`src/rtl/ikbd_acia_if.sv`:
```
// Register-bus interface between the 68000-side host and the IKBD ACIA.
// The host drives the access strobe, direction, select and write data.
// The ACIA returns registered read data and an active-low interrupt.
interface ikbd_acia_if;
    logic       cs;
    logic       we;
    logic       rs;
    logic [7:0] din;
    logic [7:0] dout;
    logic       irq_n;

    modport master (
        output cs,
        output we,
        output rs,
        output din,
        input  dout,
        input  irq_n
    );

    modport slave (
        input  cs,
        input  we,
        input  rs,
        input  din,
        output dout,
        output irq_n
    );
endinterface

```
`src/rtl/ikbd_acia.sv`:
```
// IKBD-link ACIA: 6850-style serial endpoint with fixed 8N1 framing.
// It receives the keyboard controller byte stream on rxd and sends host
// commands on txd. The RX and TX machines are independent; they share
// only the status/control register block.
module ikbd_acia #(
    parameter int CLKS_PER_BIT = 256
) (
    input  logic        clk,
    input  logic        res,
    ikbd_acia_if.slave  bus,
    input  logic        rxd,
    output logic        txd
);

    localparam int CW = $clog2(CLKS_PER_BIT);
    localparam logic [CW-1:0] FULL = CW'(CLKS_PER_BIT - 1);
    localparam logic [CW-1:0] HALF = CW'(CLKS_PER_BIT / 2 - 1);

    typedef enum logic [2:0] {
        RX_IDLE,
        RX_START,
        RX_DATA,
        RX_STOP,
        RX_BREAK
    } rx_state_t;

    typedef enum logic [1:0] {
        TX_IDLE,
        TX_START,
        TX_DATA,
        TX_STOP
    } tx_state_t;

    // Bus decode
    logic ctrl_wr, data_wr, stat_rd, data_rd, mres;

    assign ctrl_wr = bus.cs &  bus.we & ~bus.rs;
    assign data_wr = bus.cs &  bus.we &  bus.rs;
    assign stat_rd = bus.cs & ~bus.we & ~bus.rs;
    assign data_rd = bus.cs & ~bus.we &  bus.rs;
    assign mres    = ctrl_wr & (bus.din[1:0] == 2'b11);

    // Register block state
    logic [7:0] rdr, tdr;
    logic       rdrf, tdre, fe, ovrn, rie, tie;
    logic       irq;
    logic [7:0] status;

    // RX machine state
    rx_state_t  rx_state, rx_state_n;
    logic [CW-1:0] rx_cnt, rx_cnt_n;
    logic [2:0] rx_bit, rx_bit_n;
    logic [7:0] rx_shift, rx_shift_n;
    logic       rx_done, rx_stop;
    logic       rx_meta, rx_sync;

    // TX machine state
    tx_state_t  tx_state, tx_state_n;
    logic [CW-1:0] tx_cnt, tx_cnt_n;
    logic [2:0] tx_bit, tx_bit_n;
    logic [7:0] tx_shift, tx_shift_n;
    logic       tx_load;

    assign irq       = (rie & (rdrf | ovrn)) | (tie & tdre);
    assign bus.irq_n = ~irq;
    assign status    = {irq, 1'b0, ovrn, fe, 2'b00, tdre, rdrf};

    // Two-flop synchroniser for the asynchronous serial input
    always_ff @(posedge clk or posedge res) begin
        if (res) begin
            rx_meta <= 1'b1;
            rx_sync <= 1'b1;
        end else begin
            rx_meta <= rxd;
            rx_sync <= rx_meta;
        end
    end

    // RX state register; a master reset aborts any frame in progress
    always_ff @(posedge clk or posedge res) begin
        if (res) begin
            rx_state <= RX_IDLE;
            rx_cnt   <= '0;
            rx_bit   <= '0;
            rx_shift <= '0;
        end else if (mres) begin
            rx_state <= RX_IDLE;
            rx_cnt   <= '0;
            rx_bit   <= '0;
            rx_shift <= '0;
        end else begin
            rx_state <= rx_state_n;
            rx_cnt   <= rx_cnt_n;
            rx_bit   <= rx_bit_n;
            rx_shift <= rx_shift_n;
        end
    end

    // RX next state: half-bit start qualification, then mid-bit sampling
    always_comb begin
        rx_state_n = rx_state;
        rx_cnt_n   = rx_cnt;
        rx_bit_n   = rx_bit;
        rx_shift_n = rx_shift;
        rx_done    = 1'b0;
        rx_stop    = 1'b1;
        case (rx_state)
            RX_IDLE: begin
                if (!rx_sync) begin
                    rx_state_n = RX_START;
                    rx_cnt_n   = HALF;
                end
            end
            RX_START: begin
                if (rx_cnt == '0) begin
                    if (!rx_sync) begin
                        rx_state_n = RX_DATA;
                        rx_cnt_n   = FULL;
                        rx_bit_n   = '0;
                    end else begin
                        rx_state_n = RX_IDLE;
                    end
                end else begin
                    rx_cnt_n = rx_cnt - 1'b1;
                end
            end
            RX_DATA: begin
                if (rx_cnt == '0) begin
                    rx_shift_n = {rx_sync, rx_shift[7:1]};
                    rx_cnt_n   = FULL;
                    if (rx_bit == 3'd7) begin
                        rx_state_n = RX_STOP;
                    end else begin
                        rx_bit_n = rx_bit + 1'b1;
                    end
                end else begin
                    rx_cnt_n = rx_cnt - 1'b1;
                end
            end
            RX_STOP: begin
                if (rx_cnt == '0) begin
                    rx_done    = 1'b1;
                    rx_stop    = rx_sync;
                    rx_state_n = rx_sync ? RX_IDLE : RX_BREAK;
                end else begin
                    rx_cnt_n = rx_cnt - 1'b1;
                end
            end
            RX_BREAK: begin
                if (rx_sync) begin
                    rx_state_n = RX_IDLE;
                end
            end
            default: begin
                rx_state_n = RX_IDLE;
            end
        endcase
    end

    // TX state register; a master reset drops the line back to idle
    always_ff @(posedge clk or posedge res) begin
        if (res) begin
            tx_state <= TX_IDLE;
            tx_cnt   <= '0;
            tx_bit   <= '0;
            tx_shift <= '0;
        end else if (mres) begin
            tx_state <= TX_IDLE;
            tx_cnt   <= '0;
            tx_bit   <= '0;
            tx_shift <= '0;
        end else begin
            tx_state <= tx_state_n;
            tx_cnt   <= tx_cnt_n;
            tx_bit   <= tx_bit_n;
            tx_shift <= tx_shift_n;
        end
    end

    // TX next state: a pending byte is picked up in IDLE or straight out of
    // the final stop-bit cycle, so back-to-back frames abut with no gap
    always_comb begin
        tx_state_n = tx_state;
        tx_cnt_n   = tx_cnt;
        tx_bit_n   = tx_bit;
        tx_shift_n = tx_shift;
        tx_load    = 1'b0;
        case (tx_state)
            TX_IDLE: begin
                if (!tdre) begin
                    tx_load    = 1'b1;
                    tx_shift_n = tdr;
                    tx_cnt_n   = FULL;
                    tx_state_n = TX_START;
                end
            end
            TX_START: begin
                if (tx_cnt == '0) begin
                    tx_state_n = TX_DATA;
                    tx_cnt_n   = FULL;
                    tx_bit_n   = '0;
                end else begin
                    tx_cnt_n = tx_cnt - 1'b1;
                end
            end
            TX_DATA: begin
                if (tx_cnt == '0) begin
                    tx_shift_n = {1'b0, tx_shift[7:1]};
                    tx_cnt_n   = FULL;
                    if (tx_bit == 3'd7) begin
                        tx_state_n = TX_STOP;
                    end else begin
                        tx_bit_n = tx_bit + 1'b1;
                    end
                end else begin
                    tx_cnt_n = tx_cnt - 1'b1;
                end
            end
            TX_STOP: begin
                if (tx_cnt == '0) begin
                    if (!tdre) begin
                        tx_load    = 1'b1;
                        tx_shift_n = tdr;
                        tx_cnt_n   = FULL;
                        tx_state_n = TX_START;
                    end else begin
                        tx_state_n = TX_IDLE;
                    end
                end else begin
                    tx_cnt_n = tx_cnt - 1'b1;
                end
            end
            default: begin
                tx_state_n = TX_IDLE;
            end
        endcase
    end

    // Line level follows the TX state; idle and stop are both mark
    always_comb begin
        txd = 1'b1;
        case (tx_state)
            TX_START: txd = 1'b0;
            TX_DATA:  txd = tx_shift[0];
            default:  txd = 1'b1;
        endcase
    end

    // Register block: later assignments take priority, so a completing
    // frame beats a same-cycle data read and a host write beats a TX load
    always_ff @(posedge clk or posedge res) begin
        if (res) begin
            rdr      <= '0;
            tdr      <= '0;
            rdrf     <= 1'b0;
            tdre     <= 1'b1;
            fe       <= 1'b0;
            ovrn     <= 1'b0;
            rie      <= 1'b0;
            tie      <= 1'b0;
            bus.dout <= '0;
        end else if (mres) begin
            rdr      <= '0;
            tdr      <= '0;
            rdrf     <= 1'b0;
            tdre     <= 1'b1;
            fe       <= 1'b0;
            ovrn     <= 1'b0;
            rie      <= bus.din[7];
            tie      <= (bus.din[6:5] == 2'b01);
            bus.dout <= '0;
        end else begin
            if (ctrl_wr) begin
                rie <= bus.din[7];
                tie <= (bus.din[6:5] == 2'b01);
            end
            if (tx_load) begin
                tdre <= 1'b1;
            end
            if (data_wr) begin
                tdr  <= bus.din;
                tdre <= 1'b0;
            end
            if (stat_rd) begin
                bus.dout <= status;
            end
            if (data_rd) begin
                bus.dout <= rdr;
                rdrf     <= 1'b0;
                fe       <= 1'b0;
                ovrn     <= 1'b0;
            end
            if (rx_done) begin
                fe <= ~rx_stop;
                if (!rdrf || data_rd) begin
                    rdr  <= rx_shift;
                    rdrf <= 1'b1;
                end else begin
                    ovrn <= 1'b1;
                end
            end
        end
    end

endmodule
```
`src/flat_wrapper.sv`:
```
// flat-port wrapper written by rule: the top's interface ports become plain ports
module ikbd_acia_flat 
#(
    parameter int CLKS_PER_BIT = 256
)
  (clk, res, rxd, txd, bus_cs, bus_we, bus_rs, bus_din, bus_dout, bus_irq_n);
  ikbd_acia_if bus_i ();
  input  logic clk;
  input  logic res;
  input  logic rxd;
  output logic txd;
  input wire logic [$bits(bus_i.cs)-1:0] bus_cs;
  input wire logic [$bits(bus_i.we)-1:0] bus_we;
  input wire logic [$bits(bus_i.rs)-1:0] bus_rs;
  input wire logic [$bits(bus_i.din)-1:0] bus_din;
  output wire logic [$bits(bus_i.dout)-1:0] bus_dout;
  output wire logic [$bits(bus_i.irq_n)-1:0] bus_irq_n;
  assign bus_i.cs = bus_cs;
  assign bus_i.we = bus_we;
  assign bus_i.rs = bus_rs;
  assign bus_i.din = bus_din;
  assign bus_dout = bus_i.dout;
  assign bus_irq_n = bus_i.irq_n;
  ikbd_acia #(.CLKS_PER_BIT(CLKS_PER_BIT)) u_core (.clk(clk), .res(res), .bus(bus_i), .rxd(rxd), .txd(txd));
endmodule
```
`config.mk`:
```
export PLATFORM = sky130hd
export DESIGN_NAME = ikbd_acia_flat
export DESIGN_NICKNAME = d
export VERILOG_FILES = /design/src/rtl/ikbd_acia_if.sv /design/src/rtl/ikbd_acia.sv /design/src/flat_wrapper.sv
export SDC_FILE = /design/constraint.sdc
export NUM_CORES = 1
export LEC_CHECK = 0
export CELL_PAD_IN_SITES_DETAIL_PLACEMENT = 1
export CELL_PAD_IN_SITES_GLOBAL_PLACEMENT = 1
export CORE_MARGIN = 5
export CORE_UTILIZATION = 42
export CTS_CLUSTER_SIZE = 10
export DETAILED_ROUTE_END_ITERATION = 8
export PLACE_DENSITY_LB_ADDON = 0.2
export SYNTH_ARGS = -nofsm -noshare
export SYNTH_HDL_FRONTEND = slang
export SYNTH_SLANG_ARGS = --single-unit
```
`constraint.sdc`:
```
create_clock -name clk -period 2.35 [get_ports clk]
set_clock_uncertainty 0.05 [all_clocks]
set_input_delay 0.47 -clock clk [delete_from_list [all_inputs] [get_ports clk]]
set_output_delay 0.47 -clock clk [all_outputs]
set_load 0.05 [all_outputs]
```
Yosys cells after proc, flatten, opt, wreduce, memory -nomap -nowiden
Index checks and enable logic that the tools add are counted.
{"block": "totals", "out_inout_bits": 10, "regBits": 75, "wordCells": 176, "inputBits": 14}
{"block": "op_classes", "n_reduce_logical": 28, "n_bitwise": 15, "muxes": 83, "n_eq_ne": 27, "n_addsub": 4}
{"operator": "$mux 8", "count": 25}
{"operator": "$mux 3", "count": 17}
{"operator": "$pmux 8 s3", "count": 2}
{"operator": "$pmux 8 s4", "count": 1}
{"operator": "$ne 3x1->1 const B", "count": 9}
{"operator": "$mux 1", "count": 25}
{"operator": "$ne 3x2->1 const B", "count": 6}
{"operator": "$logic_not 8->1", "count": 2}
{"operator": "$sub 8x1->8 const B", "count": 2}
{"operator": "$pmux 3 s5", "count": 1}
{"operator": "$reduce_bool 3->1", "count": 5}
{"operator": "$mux 2", "count": 7}
{"operator": "$pmux 3 s2", "count": 2}
{"operator": "$reduce_bool 2->1", "count": 6}
{"operator": "$reduce_and 5->1", "count": 2}
{"operator": "$and 1x1->1", "count": 9}
{"operator": "$eq 3x3->1 const B", "count": 3}
{"operator": "$pmux 2 s4", "count": 1}
{"operator": "$reduce_and 4->1", "count": 2}
{"operator": "$add 3x1->3 const B", "count": 2}
{"operator": "$eq 2x2->1 const B", "count": 3}
{"operator": "$eq 3x2->1 const B", "count": 2}
{"operator": "$reduce_and 6->1", "count": 1}
{"operator": "$reduce_bool 5->1", "count": 1}
{"operator": "14 further kinds", "count": 21}

Depth between registers and ports, before layout
{"block": "depth", "ltp_word": 7, "depth_mapped": 9, "depth_no_buf": 7}

Least setup slack after synthesis
Ideal clock, no wire load.
{"block": "synth_path", "kind": "register to output", "from": "register u_core.tx_state[0]", "to": "output txd", "path_stages_with_launch": 5, "path_buffers": 1, "path_slack_ns": -0.242, "arrival_ns": 2.072, "required_time_ns": 1.830, "path_cell_list": "dfrtp_1 inv_1 ha_1 buf_1 mux2i_1"}
{"block": "synth_between", "elab_chain_len": 2}
{"element": "start: declaration", "line_no": "ikbd_acia.sv:58", "text": "tx_state_t tx_state, tx_state_n;"}
{"element": "start signal: assignment", "line_no": "ikbd_acia.sv:173", "text": "tx_state <= tx_state_n;"}
{"element": "$eq 2x2->1 / $eq 2x1->1 (equally long branches)", "line_no": "ikbd_acia.sv:242", "text": "case (tx_state)"}
{"element": "$pmux 1 s2 *", "line_no": "ikbd_acia.sv:242"}
{"element": "end: declaration", "line_no": "flat_wrapper.sv:11", "text": "output logic txd;"}
Mark *: on every way between the ends. The rest lies on a longest branch, timed or not.

Worst setup path after layout
{"block": "layout_path", "from": "register u_core.rx_cnt[0]", "to": "register u_core.rdr[5]"}
{"block": "layout_between", "elab_chain_len": 5}
{"element": "start: declaration", "line_no": "ikbd_acia.sv:51", "text": "logic [CW-1:0] rx_cnt, rx_cnt_n;"}
{"element": "start signal: assignment", "line_no": "ikbd_acia.sv:93", "text": "rx_cnt <= rx_cnt_n;"}
{"element": "$logic_not 8->1", "line_no": "ikbd_acia.sv:141", "text": "if (rx_cnt == '0) begin"}
{"element": "$mux 1", "line_no": "ikbd_acia.sv:141"}
{"element": "$mux 1", "line_no": "ikbd_acia.sv:107", "text": "case (rx_state)"}
{"element": "$reduce_bool 2->1 (no line)"}
{"element": "$reduce_and 2->1 (no line)"}
{"element": "end signal: assignment", "line_no": "ikbd_acia.sv:296", "text": "rdr <= rx_shift;"}
{"element": "end: declaration", "line_no": "ikbd_acia.sv:44", "text": "logic [7:0] rdr, tdr;"}
Every way passes these cells.
A chain may end at the register's enable or synchronous reset.

==> summary.txt <==
Status
  – Status: complete, no violations

Final layout
  – Post-Route Utilization: 0.512
  – Inserted Diodes: 0
  – Layout Nets: a little under 500
  – # fillers: 1057
  – Area grow syn2layout: 19.3%
  – Share of post-route cells with drive strength above 1: 0.170

Critical path
  – Crit path max fanout: 7
  – Worst reg2reg path depth: 8
  – Slowest cell on crit path: or4b_4
  – Startpoint types: flop
  – Critical path cell sequence: inv_1 > ha_2 > or4b_4 > or4_4 > o21ai_4 > buf_4 > nand3_1 > o21ai_0
  – CP arrival: between 2 and 3 ns
  – Setup Crit Path Kind: flop to flop
  – Crit. End Element: flop
  – Max stage delay on crit path: around 0.48 ns
  – Data required time of the critical path: 2.57 ns

Yosys
  – Largest family of logic cells by synthesized area: compound AO/OA/AOI/OAI gates
  – Most common cell in the synthesized netlist: dfrtp_1
  – Post-synthesis register bit count: 75
  – Avg Cell Area, Syn: between 9 and 10 sq um
  – Dominant synthesized flop cell: dfrtp_1
  – Post-synth top area cell: dfrtp_1
  – Simple-Gate Fraction of Synth Area: 0.172
  – Post-Synthesis Cells: 421
  – Yosys warns: 0
  – Adder-cell area share of the yosys netlist: 0.0378
  – Number of synthesized flops with an enable pin: 0
  – Sequential share of the synthesized area: 0.474
  – Compound-gate portion of the synthesized area: 0.173
  – Post-synthesis net count: 447
  – Mux cell area share after synthesis: 0.0836
  – Yosys top cell area share: 0.454
  – Count of cell types in the netlist: 57
  – Most instantiated cells after synthesis: 72 x dfrtp_1, 41 x nand2_1, 37 x o21ai_0, 32 x a21oi_1, 30 x nor2_1
  – Synth Area in XOR/XNOR: 0.00883
  – Cell area after synthesis: between 3000 and 4000 sq um
  – Largest cells by area after synthesis: dfrtp_1 45%, mux2i_1 5.8%, o21ai_0 4.7%
  – Post-synth ARST share: 1.00

Floorplan
  – Die Y: 107 um
  – Num ports: 24
  – Die ar.: between 10000 and 15000 sq um
  – Rows: 35
  – Width of the die: 107 um
  – Initial core utilization: 0.429
  – Core Area: 9240 sq um

Clock network
  – Total CTS buffers: 9
  – CTS tree: done
  – H-tree level count: 3
  – Root Driver: clkbuf_8
  – Clk pin slew, worst setup/hold paths: approximately 0.090 ns
  – CTS Hold Bufs: 0
  – CTS sink cnt: between 70 and 80
  – Clock Tree Buf Depth: 2
  – Worst-Skew Late Latency: 0.35 ns

Timing
  – Fin crit share: 0.974
  – Slew margin rel.: 0.653
  – Max-slew violation count: 0
  – Setup-failing EPs final: 0
  – RSZ-0062 raised after global routing: no
  – Setup TNS: 0 ns
  – Worst-Margin Slew: 0.521 ns
  – Fmax: 0.437 GHz
  – Final Hold Vio Count: 0
  – Tmin final: 2.29 ns

Route
  – Pre-Repair DR Iteration Count: 4
  – Via density: approximately 5.4
  – Drt wl/cell: 16.4 um
  – Routed WL: 9730 um
  – DR DRC count: 0
  – Via count: 3196
  – Starting DRT DRC Count: 108
  – Antenna-violating nets left: 0

Flow run
  – Max Cap Viol: 0

Min path
  – Hold path depth: 0
  – Min-delay worst type: flop to flop

Global route
  – GRT Util Overall: 0.179
  – First-pass GRT wire length: roughly 17000 um
  – Vias in the first global route: 3448
  – Total gr overflow: 0
  – Largest net degree at the start of global routing: 76
  – Antenna violations before repair: 0

Power and ir drop
  – Total chip power: 5.07 mW
  – Power per cell area: about 1100 nW/um^2
  – Max VDD drop: a little under 0.5 mV
  – Leakage: 2.17 nW

Placement
  – Routability cong.: 0.786
  – Post-DP HPWL: 6950 um
  – PortBufs: 23
==> metrics by stage <==
stage	hold slack [ns]	cells	cell area (sq um)	setup slack [ns]
2_1_floorplan	0.295	421	3980	-0.0147
5_1_grt	0.322	593	4730	0.00745
3_5_place_dp	0.302	575	4480	-0.106
4_1_cts	0.315	593	4690	0.0257
6_report	0.315	593	4730	0.0610
3_3_place_gp	0.298	575	4480	0.0435
==> worst paths after layout <==
| check | end | slack [ns] | start |
|---|---|---|---|
| setup / recovery | u_core.rdr[5]$_DFFE_PP0P_ | 0.06 | u_core.rx_cnt[0]$_DFFE_PP0P_ |
| hold / removal | u_core.rx_sync$_DFF_PP1_ | 0.31 | u_core.rx_meta$_DFF_PP1_ |
| setup reg to reg | u_core.rdr[5]$_DFFE_PP0P_ | 0.06 | u_core.rx_cnt[0]$_DFFE_PP0P_ |
| hold reg to reg | u_core.rx_sync$_DFF_PP1_ | 0.31 | u_core.rx_meta$_DFF_PP1_ |
| max in group asynchronous | u_core.rx_sync$_DFF_PP1_ | 1.38 | res |
| min in group asynchronous | u_core.rx_bit[1]$_DFFE_PP0P_ | 0.52 | res |
==> placed cells by master, fill, tap and decap left out, types with 4 or more instances in the layout <==
master	synthesis	layout
a21oi_1	32	31
o21ai_0	37	37
inv_1	28	27
clkbuf_8	0	9
buf_4	0	24
ha_1	12	10
and3_1	5	5
mux2_2	9	9
a311oi_1	4	4
mux2i_1	23	22
dfrtp_1	72	72
o21a_1	5	5
nor2_1	30	30
nand2_1	41	40
buf_12	0	4
nand3_1	23	23
xnor2_1	4	4
nor3_1	10	10
clkdlybuf4s50_1	0	21
==> power breakdown <==
group | leakage (nW) | internal, mW | switching (mW)
registers | 0.947 | 1.64 | 0.330
logic | 1.13 | 0.991 | 1.16
clock network | 0.0921 | 0.400 | 0.547
==> sequential cells by signal, indices dropped and copies added (netlist names) <==
register and flops:
u_core.bus.dout 8, u_core.fe 1, u_core.ovrn 1, u_core.rdr 8, u_core.rdrf 1, u_core.rie 1, u_core.rx_bit 3, u_core.rx_cnt 8
u_core.rx_meta 1, u_core.rx_shift 8, u_core.rx_state 3, u_core.rx_sync 1, u_core.tdr 8, u_core.tdre 1, u_core.tie 1, u_core.tx_bit 3
u_core.tx_cnt 8, u_core.tx_shift 8, u_core.tx_state 2
==> critical path: cells and delay by family (launching register included) <==
family                   cells  cell delay (ns)
AND/OR/NAND/NOR              3             1.04
flip-flops                   1             0.39
AO/OA/AOI/OAI                2             0.27
buffers and inverters        2             0.26
adder cells (fa/ha/maj)      1             0.21
==> per-layer routing <==
layer | global-route usage | vias up | share of wire
met5 | 0 | - | 0
met4 | 0.0402 | 0 | 0.0093
met3 | 0.0403 | 9 | 0.019
met2 | 0.320 | 23 | 0.52
met1 | 0.221 | 1593 | 0.45
li1 | - | 1571 | -
==> repair_timing <==
action	4_1_cts	5_1_grt
cloned	0	0
resized for setup	1	9
buffers inserted	2	0
endpoints found under the setup margin	9	22
pin swaps	2	2
==> kinds of logic (layout without fill, tap and decap cells) <==
group	Yosys count	count (layout)
compound gates	111	111
xor+xnor	4	4
fa+ha+maj	12	12
buf+inv	50	93
flops	75	75
mux	32	32
simple gates	137	137
==> cell type report <==
class / count / area (sq um) / area share
Multi-Input combinational cell: 296 / 1930 / 0.408
Sequential cell: 75 / 1880 / 0.397
Timing Repair Buffer: 49 / 470 / 0.0994
Tap cell: 129 / 161 / 0.0341
Clock buffer: 9 / 124 / 0.0262
Inverter: 28 / 109 / 0.0230
Clock inverter: 7 / 58.8 / 0.0124
No activity file was read; power rests on OpenSTA's default activity.
